**config.mk**
```make
export PLATFORM = sky130hd
export DESIGN_NAME = controlador_varredura
export DESIGN_NICKNAME = d
export VERILOG_FILES = /design/src/rtl/controlador_varredura.sv
export SDC_FILE = /design/constraint.sdc
export NUM_CORES = 1
export LEC_CHECK = 0
export CAP_MARGIN = 40
export CORE_ASPECT_RATIO = 0.8
export CORE_MARGIN = 3
export CORE_UTILIZATION = 51
export CTS_CLUSTER_SIZE = 24
export DETAILED_ROUTE_END_ITERATION = 8
export PLACE_DENSITY = 0.79
export SLEW_MARGIN = 20
export SYNTH_ARGS = -nofsm -noshare
export SYNTH_HDL_FRONTEND = slang
export SYNTH_SLANG_ARGS = --single-unit
```
**constraint.sdc**
```tcl
create_clock -name clk -period 2.6 [get_ports clk]
set_input_delay 0.39 -clock clk [delete_from_list [all_inputs] [get_ports clk]]
set_output_delay 0.39 -clock clk [all_outputs]
set_load 0.03 [all_outputs]
```
**src/rtl/controlador_varredura.sv**
```systemverilog
// controlador_varredura: 4-digit multiplexed BCD display scanner with guard cycles and frame-synchronous loads
// Optional feature: define LEADING_ZERO_BLANK_EN to darken leading zero digits (digit0 always shown).
module controlador_varredura #(
   parameter int DIV = 4
) (
   input  logic        clk,
   input  logic        rst,
   input  logic        en,
   input  logic        load,
   input  logic [15:0] din,
   output logic        A,
   output logic        B,
   output logic        C,
   output logic        D,
   output logic [3:0]  an,
   output logic        frame_done
);
   typedef enum logic [2:0] {DIG0 = 3'd0, DIG1 = 3'd1, DIG2 = 3'd2, DIG3 = 3'd3, IDLE = 3'd4} st_t;
   st_t state, nxt_state;
   logic [15:0] cnt, nxt_cnt, act, nxt_act, pend;
   logic pflag, entering, blank, lz;
   logic [1:0] n;
   logic [3:0] dig;
   // next state/slot and the digits that will be active after this edge; outputs are registered from these
   always_comb begin
      nxt_state = state;
      nxt_cnt = 16'd0;
      if (state == IDLE) nxt_state = en ? DIG0 : IDLE;
      else if (!en) nxt_state = IDLE;
      else if (cnt == 16'(DIV - 1)) nxt_state = st_t'({1'b0, state[1:0] + 2'd1});
      else nxt_cnt = cnt + 16'd1;
      entering = (nxt_state == DIG0) && (state != DIG0);
      nxt_act = (entering && load) ? din : (entering && pflag) ? pend : act;
   end
   assign n = nxt_state[1:0];
   assign dig = nxt_act[{n, 2'b00} +: 4];
`ifdef LEADING_ZERO_BLANK_EN
   assign lz = (n != 2'd0) && ((nxt_act >> {n, 2'b00}) == 16'h0000);
`else
   assign lz = 1'b0;
`endif
   assign blank = (dig > 4'd9) || lz;
   // state, slot counter, digit registers and outputs
   always_ff @(posedge clk) begin
      if (rst) begin
         state <= IDLE;
         cnt <= 16'd0;
         act <= 16'h0000;
         pend <= 16'h0000;
         pflag <= 1'b0;
         {A, B, C, D} <= 4'h0;
         an <= 4'hF;
         frame_done <= 1'b0;
      end else begin
         state <= nxt_state;
         cnt <= nxt_cnt;
         act <= nxt_act;
         if (entering) pflag <= 1'b0;
         else if (load) begin
            pend <= din;
            pflag <= 1'b1;
         end
         {A, B, C, D} <= (nxt_state == IDLE) ? 4'h0 : dig;
         an <= (nxt_state == IDLE || nxt_cnt == 16'd0 || blank) ? 4'hF : ~(4'b0001 << n);
         frame_done <= (nxt_state == DIG3) && (nxt_cnt == 16'(DIV - 1));
      end
   end
endmodule

```
==> Yosys cells after proc, flatten, opt, wreduce, memory -nomap -nowiden <==
Cells that the tools add are included.
{ "op_classes": {"bitwise_logic": 2, "n_eq_ne": 5, "n_addsub": 2, "n_shift": 2, "n_reduce_logical": 13, "mux": 9, "magnitude_cmp": 1} }
{ "ops": {"columns": ["op", "count"], "rows": [
  ["$mux W16", 5],
  ["$eq A16 B2 Y1 const B", 2],
  ["$add A16 B1 Y16 const B", 1],
  ["$logic_not A16 Y1", 1],
  ["$shiftx A16 B5 Y4", 1],
  ["$mux W3", 4],
  ["$eq A3 B3 Y1 const B", 2],
  ["$reduce_or A2 Y1", 3],
  ["$gt A4 B4 Y1 const B", 1],
  ["$logic_and A1 B1 Y1", 4],
  ["$not A4 Y4", 1],
  ["$shl A1 B2 Y4 const A", 1],
  ["$eq A3 B2 Y1 const B", 1],
  ["$logic_not A3 Y1", 1],
  ["$reduce_bool A3 Y1", 1],
  ["$add A2 B1 Y2 const B", 1],
  ["$logic_or A1 B1 Y1", 2],
  ["$reduce_and A2 Y1", 1],
  ["$not A1 Y1", 1]
]} }
{ "totals": {"word_cells": 45, "regBits": 61} }

==> Logic depth before layout (Yosys ltp) <==
Gate-level depths: netlist of the first run.
{ "depth": {"word_depth": 13, "ltp_mapped": 12, "depth_no_buf": 10} }

==> Worst setup path after synthesis of the first run <==
No wires, ideal clock.
{ "synth_path": {"path_type": "register to register", "startpoint": "register cnt[0]", "endpoint": "register an[2]", "arrival_ps": 2572, "n_path_buf": 0, "required_time_ps": 2468, "stages_incl_launch_ff": 10, "setup_slack_ps": -104, "setup_ps": 132, "path_cell_list": "dfxtp_1 > ha_1 > nor3b_1 > nand4_2 > nor2_1 > mux2i_1 > nor2_1 > a22o_1 > o32ai_2 > nand4b_1"} }
{ "synth_between": {"elab_chain_cells": 13, "word_cells_on_any_way": 23, "classes_between": "add/sub: 1; order compare: 1; eq/ne: 2; shift: 2; mux: 8; bitwise: 1; reduce/logical: 8"} }
{ "synth_rtl": {"columns": ["item", "line_no", "source"], "rows": [
  ["start: declaration", "20", "logic [15:0] cnt, nxt_cnt, act, nxt_act, pend;"],
  ["start signal: assignment", "56", "cnt <= nxt_cnt;"],
  ["$eq A16 B2 Y1", "30", "else if (cnt == 16'(DIV - 1)) nxt_state = st_t'({1'b0, state[1:0] + 2'd1});"],
  ["$mux W3", "30", null],
  ["$mux W3", "29", "else if (!en) nxt_state = IDLE;"],
  ["$mux W3", "28", "if (state == IDLE) nxt_state = en ? DIG0 : IDLE;"],
  ["$logic_not A3 Y1", "32", "entering = (nxt_state == DIG0) && (state != DIG0);"],
  ["$logic_and A1 B1 Y1", "32", null],
  ["$logic_and A1 B1 Y1", "33", "nxt_act = (entering && load) ? din : (entering && pflag) ? pend : act;"],
  ["$mux W16 (2 in a row)", "33", null],
  ["$shiftx A16 B5 Y4", "36", "assign dig = nxt_act[{n, 2'b00} +: 4];"],
  ["$gt A4 B4 Y1", "42", "assign blank = (dig > 4'd9) || lz;"],
  ["$logic_or A1 B1 Y1", "64", "an <= (nxt_state == IDLE || nxt_cnt == 16'd0 || blank) ? 4'hF : ~(4'b0001 << n);"],
  ["$reduce_or A2 Y1 (no source line)", null, null],
  ["end signal: assignment", "64", null],
  ["end: declaration", "15", "output logic [3:0] an,"]
]} }
Parallel ways exist; a longest one is shown, timed or not.
A chain may end at the register's enable or synchronous reset.

==> Final worst setup path of the first run <==
{ "layout_path": {"startpoint": "register cnt[5]", "endpoint": "register pend[0]"} }
{ "layout_between": {"elab_chain_cells": 8} }
{ "layout_rtl": {"columns": ["item", "line_no", "source"], "rows": [
  ["$eq A16 B2 Y1", "30", null],
  ["$mux W3", "30", null],
  ["$mux W3", "29", null],
  ["$mux W3", "28", null],
  ["$logic_not A3 Y1", "32", null],
  ["$logic_and A1 B1 Y1", "32", null],
  ["$not A1 Y1 (no source line)", null, null],
  ["$reduce_and A2 Y1 (no source line)", null, null],
  ["end signal: assignment", "60", "pend <= din;"],
  ["end: declaration", "20", null]
]} }
No other way between the ends.

==> metrics.txt, run 1 <==
initial antenna violation count=0; M3 GR Usage=~5.8%; biggest area contributors in the synthesized netlist=dfxtp_1 40%, nand2_1 6.5%, nor2_1 6.0%, mux2i_1 5.3%, a21oi_1 3.6%; number of sinks handled by clock tree synthesis=61; wire length of the first global-routing pass=11800 um; setup skew after layout=0.00715 ns; combinational cell fraction of total power=roughly a tenth; y dimension of the die=roughly 75 um; fraction of layout instances using a drive strength above 1=between 10% and 20%; number of antenna-violating nets in the routed design=0; GRT Resource Usage Total=approximately 22%; net count reported at finish=approximately 440; Clock Tree Root=clkbuf_8; number of nets produced by synthesis=roughly 390; clock-pin slew reported for the worst setup and hold paths after clock tree synthesis=~0.06 ns; number of endpoints with negative hold slack in the final report=0; Power Dens Cells=537 mW/mm2; worst endpoint required time=between 2 and 3 ns; max cap viols=0; post-cts hold buffer count=0; DR vias=~2.8k; share of the synthesized area in the top cell type=about 40%; met2 track utilization from global routing=between 30% and 40%; number of CTS-inserted buffers=9; effective utilization at floorplan=54.2%; remaining routing DRC violations=0; register area share after synthesis=between 40% and 50%; total I/O pin count=29; Min Hold Slack=~0.45 ns; maximum net fanout on the critical path=10; Detailed Route WL=around 7000 um; worst vdd ir=~0.31 mV; Static Leak=1.48 nW; Switching Share=23.8%; worst path setup slack after routing=between 0.15 and 0.2 ns; Async SR Flop Fraction=0%; per-cell via count in the routed design=5.67; number of unique standard cell types used by synthesis=58; most used cells in the layout excluding fill and tap cells=57 x dfxtp_1, 52 x nand2_1, 48 x nor2_1; time the final worst path needs with I/O delays and setup=approximately 2.4 ns; sequential group share of total power=48.7%; Core Region=approximately 0.0056 mm2; kind of end point of the critical path=flip-flop; setup violation total in the final timing report=0; net load switching power=between 0.0004 and 0.0005 W; TNS Setup=0 ns; Max-Slew Margin vs Limit=roughly three fifths; Clock Power Share=41.0%; initial DRC count=about 190; Layout Cell Area excl Fill=0.00380 mm2; n_diodes=0; detailed-router iteration count before antenna repair=4; data arrival at the endpoint of the critical path=2.71 ns; number of warnings printed during yosys synthesis=0; detail-routed net length per standard cell=approximately 14 um; pre-CTS setup slack=-0.0379 ns; met1 layer usage reported by global route=between 20% and 30%; CTS Buffer Depth=2; worst slew pin tran=between 0.5 and 0.6 ns; clock latency reported for the late side of the worst-skew pair=0.34 ns; TritonCTS clock tree=yes; Chip Width=~92 um; share of the clock period used by the worst path after layout=a little over nine tenths; Hold Path Class=flip-flop to flip-flop; vias in the first global route=between 2k and 3k; Total Die Area=0.00694 mm2; Crit Path Category=flip-flop to flip-flop; fill cell total of the finished layout=473; final weighted congestion in routability-driven placement=a little over 0.9; placed cell areas=0.00352 mm2; flip-flop cell with the highest count after synthesis=dfxtp_1; most common library cell in the layout ignoring fill and taps=dfxtp_1; count of state elements after synthesis=just over 60; Layout Area Growth over Synthesis=24.9%; total global routing overflow=0; status=finished clean; syn_area_per_cell=between 8 and 9 um2; busiest layer in global routing=met2; DPL Wire Length=5120 um; H-tree depth reported by CTS=3; Post-Syn Area=0.00305 mm2; critical path launch point type=flip-flop; largest net degree at the start of global routing=36; Peak Freq=just over 400 MHz; Site Rows=24; number of enable-type register cells in the synthesized netlist=0; cell count after synthesis=approximately 370; cell taking the most area after synthesis=dfxtp_1; number of I/O port buffers=28; Internal Dissipation=0.00156 W; Final Max Slew Viols=0
==> final timing paths <==
path,start,end,slack (ns),cells past startpoint
min reg2reg,pend[2]$_SDFFE_PP0P_,pend[2]$_SDFFE_PP0P_,0.45,2
max,cnt[5]$_SDFF_PP0_,pend[0]$_SDFFE_PP0P_,0.16,9
min,pend[2]$_SDFFE_PP0P_,pend[2]$_SDFFE_PP0P_,0.45,2
max reg2reg,cnt[5]$_SDFF_PP0_,pend[0]$_SDFFE_PP0P_,0.16,9
==> cell type report <==
| cell class | count | area, um2 | area share (%) |
|---|---|---|---|
| multi-input cells | 273 | 1740 | 45.7 |
| flip-flops and latches | 61 | 1230 | 32.2 |
| repair buffers | 58 | 505 | 13.3 |
| clock buffers | 11 | 151 | 3.98 |
| well taps | 78 | 97.6 | 2.57 |
| clock inverters | 4 | 47.5 | 1.25 |
| inverters | 10 | 37.5 | 0.987 |
==> synthesized netlist by cell type (3+ instances only) <==
cell / number
clkbuf_1: 11
nor4_1: 3
and4_1: 4
a21oi_1: 22
nor3_1: 8
and3_1: 5
inv_1: 10
buf_2: 10
xor2_1: 8
nor2_1: 49
xnor2_1: 6
nand4_1: 6
nor2b_1: 3
a31oi_1: 4
nand2b_1: 4
o21ai_0: 13
nand2_1: 53
o211ai_1: 4
buf_4: 3
a211oi_1: 12
nand3_1: 13
dfxtp_1: 61
mux2i_1: 16
==> per-layer routing <==
metal / wire [um] / up-vias
li1: - / 1393
met1: 3400 / 1326
met2: 3180 / 80
met3: 454 / 9
met4: 74 / 0
met5: 0 / -
==> cell families (layout without fill, tap and decap cells) <==
logic type      count (synthesis)  count (layout)  synth area share (%)
simple gates                  159             159                  25.0
compound gates                 81              81                  19.3
flops                          61              61                  40.1
buf+inv                        35              83                  5.09
mux                            17              17                  5.63
xor+xnor                       14              14                  4.03
fa+ha+maj                       2               2                 0.822
==> power groups by stage <==
| stage | logic (W) | registers [W] | clock network, W |
|---|---|---|---|
| floorplan | 0.000125 | 0.00101 | 0 |
| global placement | 0.000199 | 0.00101 | 0 |
| detailed placement | 0.000205 | 0.00101 | 0 |
| CTS | 0.000206 | 0.000992 | 0.000852 |
| global route | 0.000234 | 0.000997 | 0.000896 |
| finish | 0.000212 | 0.000993 | 0.000837 |
==> sequential cells by signal, summed over array words and instances, names as in the netlist <==
signal,count
A,1
pflag,1
an,4
pend,16
D,1
frame_done,1
C,1
act,16
B,1
cnt,16
state,3
==> metrics by stage <==
step / instances / total power (W) / util (%)
final: 495 / 0.00204 / 67.7
after global routing: 495 / 0.00213 / 67.7
after CTS: 493 / 0.00205 / 66.4
after detailed placement: 478 / 0.00122 / 62.7
after global placement: 478 / 0.00121 / 62.7
after floorplan: 369 / 0.00113 / -
==> worst max-delay path, cell delays in order (launching register included) <==
cell	delay, ns
dfxtp_1	0.38
or3_4	0.44
or3_4	0.36
o21a_1	0.23
a21boi_4	0.23
buf_4	0.21
nand2b_1	0.13
buf_4	0.18
nand2_1	0.07
a21oi_1	0.15
==> repair_timing <==
action                                  4_1_cts  5_1_grt
setup buffers                                 0        2
pin swaps                                     0        8
gates resized for setup                       2       16
endpoints found under the hold margin         0        0
endpoints found under the setup margin        2       14
Power figures use the tool's default switching activity.
==> run 2: changes to the inputs <==
- clock period: 2.6 -> 2.2 ns (I/O delays scaled with it)
==> run 2 against run 1 <==
- critical path depth up 1
- sequential share of layout area down 7.1 points
- utilization up 20 points
- worst hold slack better by 0.021 ns
- largest power group unchanged
- critical path type unchanged
- cell count up 14%
- total power up 23%
- the run now ends with setup timing left
==> metrics.txt, run 2 (synthesis results as in run 1) <==
kind of end point of the critical path=flip-flop; most used cells in the layout excluding fill and tap cells=75 x buf_4, 54 x dfxtp_1, 36 x nor2_1; startpoint of the most critical hold path=pend[4]$_SDFFE_PP0P_; Clock Power Share=35.0% (-6.0 points); setup skew after layout=0.0121 ns (+0.00499 ns); maximum net fanout on the critical path=7 (-3); net count reported at finish=505 (+16%); per-cell via count in the routed design=6.53 (+15%); most common library cell in the layout ignoring fill and taps=buf_4; Worst Reg2Reg Path Length in Cells=10 (+1); Power Dens Cells=512 mW/mm2 (-4.7%); initial antenna violation count=0 (unchanged); fraction of the core area covered by cells at the end of the flow=87.5% (+20 points); Layout Area Growth over Synthesis=61.3%; number of endpoints with negative hold slack in the final report=0 (unchanged); total global routing overflow=0 (unchanged); Detailed Route WL=13300 um (+87%); largest net degree at the start of global routing=36 (unchanged); final weighted congestion in routability-driven placement=0.878 (-3.1%); DPL Wire Length=5630 um (+9.8%); worst vdd ir=0.457 mV (+46%); Max-Slew Margin vs Limit=61.6% (about the same); critical path launch point type=flip-flop; Total Die Area=0.00694 mm2 (unchanged); time the final worst path needs with I/O delays and setup=2.63 ns (+0.188 ns); n_diodes=0 (unchanged); vias in the first global route=2882 (+14%); data arrival at the endpoint of the critical path=2.87 ns (+0.16 ns); TritonCTS clock tree=yes; Internal Dissipation=0.00175 W (+12%); non-filler instance count after layout=566 (+14%); y dimension of the die=75.1 um (unchanged); Final Max Slew Viols=0 (unchanged); Site Rows=24 (unchanged); GRT Resource Usage Total=24.7% (+3.1 points); Static Leak=1.98 nW (+34%); fraction of layout instances using a drive strength above 1=48.8% (+32 points); remaining routing DRC violations=0 (unchanged); worst min-delay path endpoint=pend[4]$_SDFFE_PP0P_; r2r setup slk=-0.43 ns (-0.59 ns); area taken by multi-input logic gates=0.00221 mm2 (+27%); Crit Path Category=flip-flop to flip-flop; detailed-router iteration count before antenna repair=6 (+2); number of antenna-violating nets in the routed design=0 (unchanged); flip-flop and latch area=0.00123 mm2 (+0.51%); violations in the final reports=setup timing; Chip Width=92.4 um (unchanged); Clock Tree Root=clkbuf_8; status=finished with violations; Peak Freq=380 MHz (-7.2%); sequential group share of total power=47.2% (-1.5 points); net load switching power=0.000761 W (+57%); worst slew pin tran=0.575 ns (+0.00775 ns); leading registers by flop count=act (16), cnt (16), pend (16); number of CTS-inserted buffers=9 (unchanged); worst path setup slack after routing=-0.432 ns (-0.588 ns); setup violation total in the final timing report=42 (+42); Switching Share=30.3% (+6.5 points); share of the clock period used by the worst path after layout=120% (+26 points); endpoint of the most critical register-to-register path=act[11]$_SDFF_PP0_; max cap viols=0 (unchanged); setup repair after global routing missed its margin=true; number of stages on the worst hold path=2 (unchanged); DR vias=3696 (+32%); clock-pin slew reported for the worst setup and hold paths after clock tree synthesis=0.08 ns (+0.02 ns); fill cell total of the finished layout=251 (-47%); launch point of the worst reg-to-reg path=cnt[11]$_SDFF_PP0_; H-tree depth reported by CTS=3 (unchanged); number of I/O port buffers=28 (unchanged); Core Region=0.00562 mm2 (unchanged); total I/O pin count=29 (unchanged); number of sinks handled by clock tree synthesis=61 (unchanged); worst endpoint required time=2.44 ns (-0.43 ns); combinational cell fraction of total power=17.8% (+7.4 points); initial DRC count=438 (+130%); wire length of the first global-routing pass=13400 um (+14%); effective utilization at floorplan=54.2% (unchanged); CTS Buffer Depth=2 (unchanged); detail-routed net length per standard cell=23.5 um (+63%); Hold Path Class=flip-flop to flip-flop; placed cells=521 (+9.0%); clock latency reported for the late side of the worst-skew pair=0.35 ns (about the same)
[run 2: per-stage QoR]
step | power, W | instance area, um2 | setup TNS, ns | setup slack (ns) | hold WS [ns]
floorplan | 0.00134 | 3120 | -0.0383 | -0.0383 | 0.402
detailed placement | 0.00145 | 3910 | -4.65 | -0.354 | 0.448
finish | 0.00251 | 4910 | -9.89 | -0.432 | 0.470
CTS | 0.00230 | 4260 | -3.06 | -0.241 | 0.458
global placement | 0.00145 | 3910 | -3.20 | -0.264 | 0.437
global route | 0.00256 | 4910 | -12.05 | -0.463 | 0.486
[run 2: repair_timing]
action | in CTS | in global routing
gates resized for setup | 35 | 133
hold buffers | 0 | 0
setup endpoints to repair | 38 | 40
pin swaps | 13 | 66
gates cloned | 3 | 1
setup buffers | 7 | 20
[run 2: cell type report]
| type | count | share of cell area (%) |
|---|---|---|
| clock buffers | 11 | 2.68 |
| clock inverters | 5 | 0.561 |
| inverters | 10 | 0.764 |
| multi-input cells | 273 | 45.0 |
| flip-flops and latches | 61 | 25.1 |
| well taps | 78 | 1.99 |
| repair buffers | 128 | 23.9 |
[run 2: critical path: stages, from the launching register on]
cell and delay [ns]:
dfxtp_2 0.34, nor4_4 0.41, nand4_4 0.18, buf_6 0.17, o21a_4 0.22, buf_6 0.12, a21boi_4 0.31, nand2_4 0.15
buf_12 0.16, clkbuf_16 0.16, a211oi_2 0.29
[run 2: how the worst max path moves through the flow]
| stage | start | to | slack [ns] | cells past startpoint |
|---|---|---|---|---|
| floorplan | cnt[0]$_SDFF_PP0_ | an[2]$_SDFF_PP1_ | -0.04 | 9 |
| global placement | en | an[2]$_SDFF_PP1_ | -0.26 | 10 |
| detailed placement | en | an[2]$_SDFF_PP1_ | -0.35 | 10 |
| CTS | cnt[11]$_SDFF_PP0_ | an[2]$_SDFF_PP1_ | -0.24 | 9 |
| global route | cnt[11]$_SDFF_PP0_ | act[11]$_SDFF_PP0_ | -0.46 | 10 |
| finish | cnt[11]$_SDFF_PP0_ | act[11]$_SDFF_PP0_ | -0.43 | 10 |
[run 2: metal layers]
| layer | up-vias | share of wire [%] | track usage (%) |
|---|---|---|---|
| met1 | 1742 | 37 | 32.2 |
| li1 | 1530 | - | - |
| met4 | 2 | 6.2 | 7.41 |
| met3 | 92 | 10 | 6.39 |
| met2 | 330 | 46 | 40.8 |
| met5 | - | 0.23 | 0 |
[run 2: power by group through the flow]
stage	Sequential, W	Clock (W)	Combinational [W]
floorplan	0.00119	0	0.000150
finish	0.00118	0.000879	0.000448
global placement	0.00119	0	0.000253
global route	0.00118	0.000915	0.000461
CTS	0.00117	0.000835	0.000290
detailed placement	0.00119	0	0.000259
